==> src/rtl/btb_predictor_if.sv <==
// Fetch/EX-side signal bundle for the branch target buffer: lookup, resolution
// update, control and statistics readout.
interface btb_predictor_if #(
  parameter int CNT_W = 16
);
  logic [31:0]      lookup_pc;
  logic             pred_hit;
  logic             pred_taken;
  logic [31:0]      pred_target;

  logic             upd_valid;
  logic [31:0]      upd_pc;
  logic             upd_taken;
  logic [31:0]      upd_target;
  logic             upd_pred_taken;
  logic [31:0]      upd_pred_target;
  logic             mispredict;
  logic [31:0]      redirect_pc;

  logic             flush_all;
  logic             stat_clr;
  logic [CNT_W-1:0] branch_count;
  logic [CNT_W-1:0] mispred_count;

  // Pipeline side
  modport master (
    output lookup_pc, upd_valid, upd_pc, upd_taken, upd_target,
           upd_pred_taken, upd_pred_target, flush_all, stat_clr,
    input  pred_hit, pred_taken, pred_target, mispredict, redirect_pc,
           branch_count, mispred_count
  );

  // Predictor side
  modport slave (
    input  lookup_pc, upd_valid, upd_pc, upd_taken, upd_target,
           upd_pred_taken, upd_pred_target, flush_all, stat_clr,
    output pred_hit, pred_taken, pred_target, mispredict, redirect_pc,
           branch_count, mispred_count
  );
endinterface

==> src/rtl/btb_predictor.sv <==
// Direct-mapped branch target buffer with 2-bit direction counters, zero-latency
// lookup, EX-stage misprediction detection and saturating branch statistics.
module btb_predictor #(
  parameter int IDX_W = 4,
  parameter int TAG_W = 10,
  parameter int CNT_W = 16
) (
  input logic            clk,
  input logic            reset,
  btb_predictor_if.slave bus
);
  localparam int ENTRIES = 1 << IDX_W;

  logic             valid_q  [ENTRIES];
  logic [TAG_W-1:0] tag_q    [ENTRIES];
  logic             kbit_q   [ENTRIES];
  logic [31:0]      target_q [ENTRIES];
  logic [1:0]       cnt_q    [ENTRIES];

  logic [CNT_W-1:0] branch_cnt_q;
  logic [CNT_W-1:0] mispred_cnt_q;

  function automatic logic [1:0] sat_inc(input logic [1:0] c);
    return (c == 2'b11) ? c : c + 2'd1;
  endfunction

  function automatic logic [1:0] sat_dec(input logic [1:0] c);
    return (c == 2'b00) ? c : c - 2'd1;
  endfunction

  function automatic logic [CNT_W-1:0] stat_inc(input logic [CNT_W-1:0] c);
    return (&c) ? c : c + CNT_W'(1);
  endfunction

  logic [IDX_W-1:0] lk_idx;
  logic [TAG_W-1:0] lk_tag;
  logic             lk_hit;
  logic             lk_taken;

  logic [IDX_W-1:0] up_idx;
  logic [TAG_W-1:0] up_tag;
  logic             up_hit;
  logic             mispredict;

  // Fetch-side lookup: purely combinational from the registered table
  assign lk_idx   = bus.lookup_pc[IDX_W+1:2];
  assign lk_tag   = bus.lookup_pc[IDX_W+TAG_W+1:IDX_W+2];
  assign lk_hit   = valid_q[lk_idx] && (tag_q[lk_idx] == lk_tag) &&
                    (kbit_q[lk_idx] == bus.lookup_pc[31]);
  assign lk_taken = lk_hit && cnt_q[lk_idx][1];

  assign bus.pred_hit    = lk_hit;
  assign bus.pred_taken  = lk_taken;
  assign bus.pred_target = lk_taken ? target_q[lk_idx] : bus.lookup_pc + 32'd4;

  // EX-side resolution: compare actual outcome against the carried prediction
  assign up_idx = bus.upd_pc[IDX_W+1:2];
  assign up_tag = bus.upd_pc[IDX_W+TAG_W+1:IDX_W+2];
  assign up_hit = valid_q[up_idx] && (tag_q[up_idx] == up_tag) &&
                  (kbit_q[up_idx] == bus.upd_pc[31]);

  assign mispredict = bus.upd_valid &&
                      ((bus.upd_taken != bus.upd_pred_taken) ||
                       (bus.upd_taken && (bus.upd_target != bus.upd_pred_target)));

  assign bus.mispredict  = mispredict;
  assign bus.redirect_pc = bus.upd_taken ? bus.upd_target : bus.upd_pc + 32'd4;

  // Table write: flush wins over a same-edge update, which is then dropped
  always_ff @(posedge clk or posedge reset) begin
    if (reset) begin
      for (int i = 0; i < ENTRIES; i++) begin
        valid_q[i]  <= 1'b0;
        tag_q[i]    <= '0;
        kbit_q[i]   <= 1'b0;
        target_q[i] <= '0;
        cnt_q[i]    <= 2'b00;
      end
    end else if (bus.flush_all) begin
      for (int i = 0; i < ENTRIES; i++) begin
        valid_q[i] <= 1'b0;
      end
    end else if (bus.upd_valid) begin
      if (up_hit) begin
        if (bus.upd_taken) begin
          cnt_q[up_idx]    <= sat_inc(cnt_q[up_idx]);
          target_q[up_idx] <= bus.upd_target;
        end else begin
          cnt_q[up_idx]    <= sat_dec(cnt_q[up_idx]);
        end
      end else if (bus.upd_taken) begin
        valid_q[up_idx]  <= 1'b1;
        tag_q[up_idx]    <= up_tag;
        kbit_q[up_idx]   <= bus.upd_pc[31];
        target_q[up_idx] <= bus.upd_target;
        cnt_q[up_idx]    <= 2'b10;
      end
    end
  end

  // Statistics: clear beats increment; both counters stick at all-ones
  always_ff @(posedge clk or posedge reset) begin
    if (reset) begin
      branch_cnt_q  <= '0;
      mispred_cnt_q <= '0;
    end else if (bus.stat_clr) begin
      branch_cnt_q  <= '0;
      mispred_cnt_q <= '0;
    end else begin
      if (bus.upd_valid) branch_cnt_q  <= stat_inc(branch_cnt_q);
      if (mispredict)    mispred_cnt_q <= stat_inc(mispred_cnt_q);
    end
  end

  assign bus.branch_count  = branch_cnt_q;
  assign bus.mispred_count = mispred_cnt_q;
endmodule

==> src/flat_wrapper.sv <==
// flat-port wrapper written by rule: the top's interface ports become plain ports
module btb_predictor_flat 
#(
  parameter int IDX_W = 4,
  parameter int TAG_W = 10,
  parameter int CNT_W = 16
)
  (clk, reset, bus_lookup_pc, bus_upd_valid, bus_upd_pc, bus_upd_taken, bus_upd_target, bus_upd_pred_taken, bus_upd_pred_target, bus_flush_all, bus_stat_clr, bus_pred_hit, bus_pred_taken, bus_pred_target, bus_mispredict, bus_redirect_pc, bus_branch_count, bus_mispred_count);
  btb_predictor_if #(.CNT_W(CNT_W)) bus_i ();
  input logic clk;
  input logic reset;
  input wire logic [$bits(bus_i.lookup_pc)-1:0] bus_lookup_pc;
  input wire logic [$bits(bus_i.upd_valid)-1:0] bus_upd_valid;
  input wire logic [$bits(bus_i.upd_pc)-1:0] bus_upd_pc;
  input wire logic [$bits(bus_i.upd_taken)-1:0] bus_upd_taken;
  input wire logic [$bits(bus_i.upd_target)-1:0] bus_upd_target;
  input wire logic [$bits(bus_i.upd_pred_taken)-1:0] bus_upd_pred_taken;
  input wire logic [$bits(bus_i.upd_pred_target)-1:0] bus_upd_pred_target;
  input wire logic [$bits(bus_i.flush_all)-1:0] bus_flush_all;
  input wire logic [$bits(bus_i.stat_clr)-1:0] bus_stat_clr;
  output wire logic [$bits(bus_i.pred_hit)-1:0] bus_pred_hit;
  output wire logic [$bits(bus_i.pred_taken)-1:0] bus_pred_taken;
  output wire logic [$bits(bus_i.pred_target)-1:0] bus_pred_target;
  output wire logic [$bits(bus_i.mispredict)-1:0] bus_mispredict;
  output wire logic [$bits(bus_i.redirect_pc)-1:0] bus_redirect_pc;
  output wire logic [$bits(bus_i.branch_count)-1:0] bus_branch_count;
  output wire logic [$bits(bus_i.mispred_count)-1:0] bus_mispred_count;
  assign bus_i.lookup_pc = bus_lookup_pc;
  assign bus_i.upd_valid = bus_upd_valid;
  assign bus_i.upd_pc = bus_upd_pc;
  assign bus_i.upd_taken = bus_upd_taken;
  assign bus_i.upd_target = bus_upd_target;
  assign bus_i.upd_pred_taken = bus_upd_pred_taken;
  assign bus_i.upd_pred_target = bus_upd_pred_target;
  assign bus_i.flush_all = bus_flush_all;
  assign bus_i.stat_clr = bus_stat_clr;
  assign bus_pred_hit = bus_i.pred_hit;
  assign bus_pred_taken = bus_i.pred_taken;
  assign bus_pred_target = bus_i.pred_target;
  assign bus_mispredict = bus_i.mispredict;
  assign bus_redirect_pc = bus_i.redirect_pc;
  assign bus_branch_count = bus_i.branch_count;
  assign bus_mispred_count = bus_i.mispred_count;
  btb_predictor #(.IDX_W(IDX_W), .TAG_W(TAG_W), .CNT_W(CNT_W)) u_core (.clk(clk), .reset(reset), .bus(bus_i));
endmodule
==> config.mk <==
export PLATFORM = sky130hd
export DESIGN_NAME = btb_predictor_flat
export DESIGN_NICKNAME = d
export VERILOG_FILES = /design/src/rtl/btb_predictor_if.sv /design/src/rtl/btb_predictor.sv /design/src/flat_wrapper.sv
export SDC_FILE = /design/constraint.sdc
export NUM_CORES = 2
export LEC_CHECK = 0
export ABC_AREA = 0
export CORE_MARGIN = 3
export CORE_UTILIZATION = 48
export CTS_BUF_LIST = sky130_fd_sc_hd__clkbuf_8
export DETAILED_ROUTE_END_ITERATION = 10
export PLACE_DENSITY = 0.74
export SLEW_MARGIN = 20
export SYNTH_ARGS = -nofsm -noshare
export SYNTH_HDL_FRONTEND = slang
export SYNTH_SLANG_ARGS = --single-unit
==> constraint.sdc <==
create_clock -name clk -period 34.4 [get_ports clk]
set_clock_uncertainty 0.05 [all_clocks]
set_input_delay 6.88 -clock clk [delete_from_list [all_inputs] [get_ports clk]]
set_output_delay 6.88 -clock clk [all_outputs]
set_load 0.05 [all_outputs]
==> impl_metrics.env <==
export IMPL_tns_ps=0
export IMPL_synth_top_area_share_pct=48.9
export IMPL_min_delay_start="u_core.target_q[464]"
export IMPL_htree_levels=4
export IMPL_cts_resized=0
export IMPL_powerDensity_nw_per_um2=50.8
export IMPL_insertion_delay_ps=820
export IMPL_drtIter0Drc=2312
export IMPL_die_w_um=292
export IMPL_maxCapViolCount=0
export IMPL_wl_met2_mm=55.5
export IMPL_worstPathRequired_ps=27470
export IMPL_gp_congestion=0.949
export IMPL_placedCellCount=3859
export IMPL_dr_wl_met3_mm=10.4
export IMPL_crit_chain="buf_8 -> buf_6 -> buf_4 -> ha_1 -> nand4_1 -> or3_1 -> nor3_1 -> nand4_1 -> xnor2_1 -> mux2_2 -> clkdlybuf4s50_1"
export IMPL_r2r_start="u_core.tag_q[87]"
export IMPL_grt_max_degree=209
export IMPL_top_layer_used="met5"
export IMPL_syn_to_final_growth_pct=14.1
export IMPL_row_count=104
export IMPL_cts_sinks=768
export IMPL_yosysMostFrequentCell="dfrtp_1"
export IMPL_synth_area_leaders="dfrtp_1 49%, mux2_2 18%, mux4_2 14%"
export IMPL_cts_buffers=132
export IMPL_post_route_period_util_pct=56.8
export IMPL_post_route_drc_count=0
export IMPL_status="complete, no violations"
export IMPL_power_leakage_nw=20.1
export IMPL_setup_viol=0
export IMPL_drive_gt1_share_pct=38.0
export IMPL_worstSetupEndpointType="output port"
export IMPL_clock_path_buffers=3
export IMPL_postCtsSetupRepairBufs=0
export IMPL_die_h_um=292
export IMPL_grt_use_total_pct=27.4
export IMPL_io_pins=234
export IMPL_dp_hpwl_mm=72.7
export IMPL_cts_reportedPaths_clkPinSlew_ps=60
export IMPL_critical_path_startpoint_type="primary input"
export IMPL_max_slew_margin_pct=20.2
export IMPL_ant_nets=0
export IMPL_hold_viol_final=0
export IMPL_worst_path_max_delay_cell="nand4_1"
export IMPL_final_cells=4093
export IMPL_syn_inst=2786
export IMPL_vdd_ir_drop_max_uv=39.9
export IMPL_power_w=0.00228
export IMPL_critical_path_class="primary input to output port"
export IMPL_initial_core_util_pct=48.6
export IMPL_tightest_slew_ps=1200
export IMPL_grt_pass1_vias=27215
export IMPL_r2r_setup_slack_ps=30240
export IMPL_critPathLaunch="bus_lookup_pc[3]"
export IMPL_die_area_um2=85400
export IMPL_final_core_util_pct=55.5
export IMPL_synth_top_cells_by_count="768 x dfrtp_1, 642 x mux2_2, 247 x mux4_2, 172 x clkbuf_1, 99 x mux2_1"
export IMPL_met1_length_mm=45.4
export IMPL_synth_cell_types=65
export IMPL_grt_overflow_total=0
export IMPL_min_to="u_core.target_q[464]"
export IMPL_clockRootBuffer="clkbuf_8"
export IMPL_ctsHoldBuffers=0
export IMPL_coreArea_um2=80800
export IMPL_viasPerCell=6.21
export IMPL_yosys_warnings=0
export IMPL_fmax_mhz=51.2
export IMPL_vias=25409
export IMPL_io_buffers=233
export IMPL_synth_area_um2=39300
export IMPL_hold_depth=1
export IMPL_async_flop_share_pct=100
export IMPL_final_nets=3076
export IMPL_worstPathArrival_ps=12600
export IMPL_ys_ff_latch=768
export IMPL_postSynthAreaPerCell_um2=14.1
export IMPL_finalWirelength_mm=116
export IMPL_wire_per_inst_um=28.4
export IMPL_regToRegEndpoint="u_core.tag_q[29]"
export IMPL_synthFlopType="dfrtp_1"
export IMPL_synth_edf_count=0
export IMPL_grt_pass1_wl_mm=174
export IMPL_yosysTopAreaCell="dfrtp_1"
export IMPL_antenna_found_initial=8
export IMPL_hp_class="register to register"
export IMPL_synth_nets=2928
export IMPL_ys_seq_area_share_pct=48.9
export IMPL_cts_tree="done"
export IMPL_fill_cells=6384
export IMPL_r2r_cells=9
export IMPL_slowest_delay_ps=870
export IMPL_fin_crit_ps=19530
export IMPL_path_common_cell="nand4_1"
export IMPL_rsz0062_at_grt="false"
export IMPL_drv_slew=0
export IMPL_crit_path_max_fanout=78
export IMPL_dr_pass1_iters=9
-- worst max-delay path by stage --
stage / endpoint / cells after the start
after floorplan: u_core.bus.branch_count[0] / 1
after detailed placement: bus_pred_target[30] / 11
after global placement: bus_pred_target[30] / 11
final: bus_pred_target[30] / 11
after CTS: bus_pred_target[30] / 11
after global routing: bus_pred_target[30] / 11
-- registers in the layout, indices dropped and copies added (netlist names) --
name	count
u_core.bus.branch_count	16
u_core.target_q	512
u_core.bus.mispred_count	16
u_core.kbit_q	16
u_core.cnt_q	32
u_core.valid_q	16
u_core.tag_q	160
-- cells by family (layout without fill, tap and decap cells) --
group / Yosys count / in the layout / synth area share [%]
other: 0 / 4 / 0
AO/OA/AOI/OAI: 147 / 147 / 2.34
buffers and inverters: 286 / 529 / 3.27
flip-flops: 768 / 768 / 48.9
adder cells (fa/ha/maj): 9 / 9 / 0.274
XOR/XNOR: 136 / 136 / 3.03
AND/OR/NAND/NOR: 367 / 367 / 4.65
multiplexers: 1073 / 1073 / 37.5
-- report_power, final --
part           internal (W)  switching (W)
clock              0.000430       0.000382
sequential          0.00102      0.0000658
combinational      0.000201       0.000182
-- worst max-delay path, delay by kind of cell --
family | cells | cell delay (ps)
buf+inv | 4 | 2820
simple gates | 4 | 2060
fa+ha+maj | 1 | 340
xor+xnor | 1 | 180
mux | 1 | 180
-- metrics by stage --
step           hold WS [ps]  setup WS, ps  area [µm²]
2_1_floorplan           425          5910       39300
3_3_place_gp            433         14660       42200
3_5_place_dp            440         14660       42200
4_1_cts                 454         14590       44800
5_1_grt                 459         14720       44900
6_report                452         14870       44900
-- cell type report --
cell class | count | area, µm² | area share (%)
diodes | 4 | 10.0 | 0.0223
repair buffers | 275 | 2700 | 6.01
multi-input cells | 1732 | 18900 | 42.2
clock inverters | 69 | 379 | 0.845
well taps | 1060 | 1330 | 2.96
clock buffers | 160 | 2200 | 4.91
flip-flops and latches | 768 | 19200 | 42.8
inverters | 25 | 101 | 0.226
-- metal layers --
metal | up-vias | GRT usage, %
li1 | 10580 | -
met1 | 13400 | 35.3
met2 | 1154 | 43.3
met3 | 267 | 7.87
met4 | 8 | 12.2
met5 | - | 0
-- cells in the final DEF (no fill, tap or decap), drive strengths merged, types with 6 or more instances in the layout --
master           n
nor2b           15
nand4           23
buf             50
nand2b          14
or3             11
nand2           97
a221oi           9
or2b            10
ha               7
o22ai            9
nor4            14
clkinv           8
clkbuf         161
xor2            84
nor2            91
and3            14
clkdlybuf4s50  224
a22oi            6
nor3            12
mux2i           85
nand3           44
mux4           247
a22o             6
xnor2           52
inv             81
dfrtp          768
mux2           741
a21oi           13
o21ai           76
(Power assumes the default switching activity.)
